`src/rtl/delay_line_if.sv`:
```
// Bus bundle for the programmable delay line: stimulus/config in, delayed data and status out.
interface delay_line_if #(
    parameter int unsigned WIDTH     = 1,
    parameter int unsigned MAX_DELAY = 16
);
    localparam int unsigned CFG_W = $clog2(MAX_DELAY + 1);

    logic [WIDTH-1:0] sig_in;
    logic [CFG_W-1:0] delay_cfg;
    logic [WIDTH-1:0] sig_out;
    logic             primed;
    logic [CFG_W-1:0] active_delay;

    modport master (
        output sig_in, delay_cfg,
        input  sig_out, primed, active_delay
    );

    modport slave (
        input  sig_in, delay_cfg,
        output sig_out, primed, active_delay
    );
endinterface

```
`src/rtl/delay_line.sv`:
```
// Programmable delay line: ring buffer with a fill counter; any change of the
// clamped delay flushes the history so no pre-change data ever reaches sig_out.
module delay_line #(
    parameter int unsigned WIDTH     = 1,
    parameter int unsigned MAX_DELAY = 16
) (
    input  logic         clk,
    input  logic         rst_n,
    delay_line_if.slave  bus
);
    localparam int unsigned CFG_W = $clog2(MAX_DELAY + 1);
    localparam int unsigned PTR_W = (MAX_DELAY > 1) ? $clog2(MAX_DELAY) : 1;
    localparam logic [CFG_W-1:0] CFG_ONE  = CFG_W'(1);
    localparam logic [CFG_W-1:0] CFG_MAX  = CFG_W'(MAX_DELAY);
    localparam logic [CFG_W:0]   SPAN     = (CFG_W + 1)'(MAX_DELAY);
    localparam logic [PTR_W-1:0] PTR_LAST = PTR_W'(MAX_DELAY - 1);

    logic [WIDTH-1:0] mem_q [MAX_DELAY];
    logic [PTR_W-1:0] wr_ptr_q, wr_ptr_d, rd_ptr;
    logic [CFG_W-1:0] cnt_q, cnt_d;
    logic [CFG_W-1:0] active_q, active_d;
    logic [CFG_W-1:0] d_eff, lag;
    logic [WIDTH-1:0] out_q, out_d;
    logic             primed_q, primed_d;
    logic             flush;
    logic [CFG_W:0]   rd_raw, rd_wrap;

    always_comb begin
        if (bus.delay_cfg == '0)
            d_eff = CFG_ONE;
        else if (bus.delay_cfg > CFG_MAX)
            d_eff = CFG_MAX;
        else
            d_eff = bus.delay_cfg;

        flush = (d_eff != active_q);
        lag   = active_q - CFG_ONE;

        // Sample captured lag edges ago sits lag slots behind the write pointer.
        rd_raw  = (CFG_W + 1)'(wr_ptr_q) + SPAN - {1'b0, lag};
        rd_wrap = (rd_raw >= SPAN) ? (rd_raw - SPAN) : rd_raw;
        rd_ptr  = PTR_W'(rd_wrap);

        wr_ptr_d = wr_ptr_q;
        cnt_d    = cnt_q;
        active_d = active_q;
        out_d    = out_q;
        primed_d = primed_q;

        if (flush) begin
            active_d = d_eff;
            out_d    = '0;
            primed_d = 1'b0;
            cnt_d    = '0;
            wr_ptr_d = '0;
        end else begin
            if (active_q == CFG_ONE)
                out_d = bus.sig_in;
            else if (cnt_q >= lag)
                out_d = mem_q[rd_ptr];
            else
                out_d = '0;

            if (({1'b0, cnt_q} + (CFG_W + 1)'(1)) >= {1'b0, active_q})
                primed_d = 1'b1;

            cnt_d    = (cnt_q == CFG_MAX) ? cnt_q : cnt_q + CFG_ONE;
            wr_ptr_d = (wr_ptr_q == PTR_LAST) ? '0 : wr_ptr_q + PTR_W'(1);
        end
    end

    always_ff @(posedge clk) begin
        if (!rst_n) begin
            wr_ptr_q <= '0;
            cnt_q    <= '0;
            active_q <= CFG_ONE;
            out_q    <= '0;
            primed_q <= 1'b0;
            for (int unsigned i = 0; i < MAX_DELAY; i++)
                mem_q[i] <= '0;
        end else begin
            wr_ptr_q <= wr_ptr_d;
            cnt_q    <= cnt_d;
            active_q <= active_d;
            out_q    <= out_d;
            primed_q <= primed_d;
            if (flush) begin
                for (int unsigned i = 0; i < MAX_DELAY; i++)
                    mem_q[i] <= '0;
            end else begin
                mem_q[wr_ptr_q] <= bus.sig_in;
            end
        end
    end

    assign bus.sig_out      = out_q;
    assign bus.primed       = primed_q;
    assign bus.active_delay = active_q;
endmodule

```
`src/flat_wrapper.sv`:
```
// flat-port wrapper written by rule: the top's interface ports become plain ports
module delay_line_flat 
#(
    parameter int unsigned WIDTH     = 1,
    parameter int unsigned MAX_DELAY = 16
)
  (clk, rst_n, bus_sig_in, bus_delay_cfg, bus_sig_out, bus_primed, bus_active_delay);
  delay_line_if #(.WIDTH(WIDTH), .MAX_DELAY(MAX_DELAY)) bus_i ();
  input  logic clk;
  input  logic rst_n;
  input wire logic [$bits(bus_i.sig_in)-1:0] bus_sig_in;
  input wire logic [$bits(bus_i.delay_cfg)-1:0] bus_delay_cfg;
  output wire logic [$bits(bus_i.sig_out)-1:0] bus_sig_out;
  output wire logic [$bits(bus_i.primed)-1:0] bus_primed;
  output wire logic [$bits(bus_i.active_delay)-1:0] bus_active_delay;
  assign bus_i.sig_in = bus_sig_in;
  assign bus_i.delay_cfg = bus_delay_cfg;
  assign bus_sig_out = bus_i.sig_out;
  assign bus_primed = bus_i.primed;
  assign bus_active_delay = bus_i.active_delay;
  delay_line #(.WIDTH(WIDTH), .MAX_DELAY(MAX_DELAY)) u_core (.clk(clk), .rst_n(rst_n), .bus(bus_i));
endmodule
```
`config.mk`:
```
export PLATFORM = sky130hd
export DESIGN_NAME = delay_line_flat
export DESIGN_NICKNAME = d
export VERILOG_FILES = /design/src/rtl/delay_line_if.sv /design/src/rtl/delay_line.sv /design/src/flat_wrapper.sv
export SDC_FILE = /design/constraint.sdc
export NUM_CORES = 1
export LEC_CHECK = 0
export ABC_AREA = 1
export CORE_UTILIZATION = 30
export DETAILED_ROUTE_END_ITERATION = 8
export GPL_TIMING_DRIVEN = 0
export PLACE_DENSITY_LB_ADDON = 0.08
export SKIP_LAST_GASP = 1
export SLEW_MARGIN = 20
export SYNTH_ARGS = -nofsm -noshare
export SYNTH_HDL_FRONTEND = slang
export SYNTH_SLANG_ARGS = --single-unit
```
`constraint.sdc`:
```
create_clock -name clk -period 3.2 [get_ports clk]
set_input_delay 0.32 -clock clk [delete_from_list [all_inputs] [get_ports clk]]
set_output_delay 0.32 -clock clk [all_outputs]
set_load 0.005 [all_outputs]
```
==> results.md <==
- DRT Wirelength: 5170 um
- CTS tree: yes
- Crit path cell chain: inv_1, ha_1, inv_1, fa_1, inv_1, nand3_1, nand2_1, nand2_1, nand2_1, nand3_1, nand2_1, nor2_1, nand2_1, nand2_1
- Distinct cell type count after synthesis: 30
- CP delay by family, top: adder cells
- Post-CTS Setup Bufs: 0
- RePlAce Congestion: 0.777
- Post-synth top cells: nand2_1, nand3_1, inv_1
- PostCTS Resize Cnt: 0
- Nets: 345
- Via count: 1869
- Final worst setup slack: 665 ps
- Initial Util: 31.6%
- Post-Synthesis Cells: 295
- DR pass1 iterations: 5
- Mapped Avg Cell Area: 7.40 sq um
- Fmax: 394 MHz
- Die area: 7620 sq um
- Htree depth: 2
- Buf/Inv on CP: 3
- Least-Margin Pin Slew: 466 ps
- CTS Buf Count: 5
- DR WL met3: 118 um
- Fin. max-slew vios: 0
- Most common cell on crit path: nand2_1
- Worst skew pair latency: 280 ps
- Routed wl met2: 2270 um
- FILL cells: 760
- Total Power: 0.926 mW
- Status: finished, final reports clean
- RSZ-0062 raised after global routing: false
- HP Class: primary input to flip-flop
- Tcrit/Tclk final: 79.2%
- Reg clk slew, reported paths: 70 ps
- Clock Sinks: 32
- Initial antenna violation count: 0
- Syn_nets: 325
- Synth area leaders: dfxtp_1, nand2_1, ha_1
- DP HPWL: 3930 um
- Register Area: 711 sq um
- Hold bufs inserted after CTS: 0
- Crit-path max FO: 7
- Antenna cells: 0
- Initial drt markers: 101
- Core outline area: 6910 sq um
- P&R area growth vs syn: 15.5%
- Share of cells above drive strength 1: 12.0%
- Average wire per standard cell: 12.5 um
- Routed Antenna Nets: 0
- Clock root cell: clkbuf_8
- Max_cap viols: 0
- Pwr/cell area: 367 nW/um^2
- Post-synth top area share: 22.9%
- Worst vdd ir: 131 uV
- Critical path class: flip-flop to flip-flop
- Asr flop ratio synth: 0%
- Residual DRC: 0
- Dpl ws: 666 ps
- Drt via density: 4.54
- Total GRT Usage: 14.8%
- TNS Setup: 0 ps
- Top FF cell, synth: dfxtp_1
- Die H: 87.3 um
- Worst EP arrival: 2760 ps
- Die X-Extent: 87.3 um
- Vias in the first global route: 1678
- Period minus WS final: 2530 ps
- I/O Buffers: 13
- Multi-input gate area: 1310 sq um
- First-pass GRT wire length: 8420 um
- Yosys Warn Count: 0
- GRT Residual Overflow: 0
- Number of top-level pins: 15
- Crit start category: flip-flop
- Most common cell in the netlist: nand2_1
- Synth Register Bits: 32
- Register area share after synthesis: 32.6%
- Clock Tree Buf Depth: 2
- Finish-stage setup viols: 0
- Cell leakage power: 1.06 nW
- Critical path's slowest cell: fa_1
- CP max stage delay: 660 ps
- WP data required: 3430 ps
- Post-synth EDFFs: 7
- Worst Skew: 3.27 ps
- Max layer used: met4
- Slew margin rel.: 68.9%
- Met1 wire length: 2750 um
- Crit end category: flip-flop
- Synth area leader: dfxtp_1
- Site row count: 30
- Largest net degree at the start of global routing: 12
- Final hold vios: 0
- Post-synthesis cell area: 2180 sq um
==> kinds of logic (layout without fill, tap and decap cells) <==
kind of cell | Yosys count | after routing | share of synthesized area, %
AOI/OAI and AO/OA | 25 | 25 | 7.45
buffers and inverters | 39 | 60 | 7.34
and+or+nand+nor | 171 | 171 | 37.3
xor gates and xnor gates | 6 | 6 | 2.41
DFF | 32 | 32 | 32.6
adders and majority gates | 22 | 22 | 13.0
==> where the power goes <==
part / switching (mW) / internal (mW) / leakage (nW)
Clock: 0.168 / 0.150 / 0.0378
Sequential: 0.00774 / 0.419 / 0.287
Combinational: 0.112 / 0.0689 / 0.738
Total: 0.287 / 0.638 / 1.06
==> metal layers <==
metal	global-route usage [%]	vias up
met5	0	-
met4	4.02	0
met3	3.13	2
met2	23.1	18
met1	20.6	838
li1	-	1011
==> stage by stage <==
stage | area, sq um | utilization, % | instances | hold WS (ps)
after floorplan | 2180 | - | 295 | 413
after global routing | 2520 | 36.5 | 412 | 298
after CTS | 2520 | 36.5 | 412 | 302
final | 2520 | 36.5 | 412 | 307
after global placement | 2430 | 35.2 | 404 | 461
after detailed placement | 2430 | 35.2 | 404 | 461
==> cell usage in the layout (no fill, tap or decap), drive strengths merged, types with 4 or more instances in the layout <==
cell type | netlist | layout
o21ai | 4 | 4
clkdlybuf4s50 | 0 | 13
ha | 21 | 21
inv | 33 | 33
dfxtp | 25 | 25
buf | 4 | 4
edfxtp | 7 | 7
nand3 | 40 | 40
nor2 | 31 | 31
clkbuf | 1 | 6
nand2 | 86 | 86
nand4 | 13 | 13
xor2 | 5 | 5
a21oi | 17 | 17
==> registers in the layout (all words and copies together) (netlist names) <==
register and cells:
u_core.cnt_q 5, u_core.wr_ptr_q 4, u_core.bus.primed 1, u_core.mem_q 16
u_core.bus.sig_out 1, u_core.bus.active_delay 5
==> final timing paths <==
| kind | start | to | slack, ps | depth (start not counted) |
|---|---|---|---|---|
| worst max-delay path | u_core.bus.active_delay[0] | u_core.bus.sig_out | 670 | 14 |
| worst max register to register | u_core.bus.active_delay[0] | u_core.bus.sig_out | 670 | 14 |
| worst min register to register | u_core.mem_q[7] | u_core.mem_q[7] | 470 | 2 |
| worst min-delay path | rst_n | u_core.bus.active_delay[0] | 310 | 2 |
==> cell type report <==
class | count | area share [%]
clock buffers | 5 | 2.73
clock inverters | 3 | 0.745
inverters | 34 | 5.06
plain buffers | 5 | 1.29
flip-flops and latches | 32 | 28.2
multi-input cells | 224 | 52.0
well taps | 96 | 4.77
repair buffers | 13 | 5.16
Note: power is estimated with default switching activity, not from simulation.
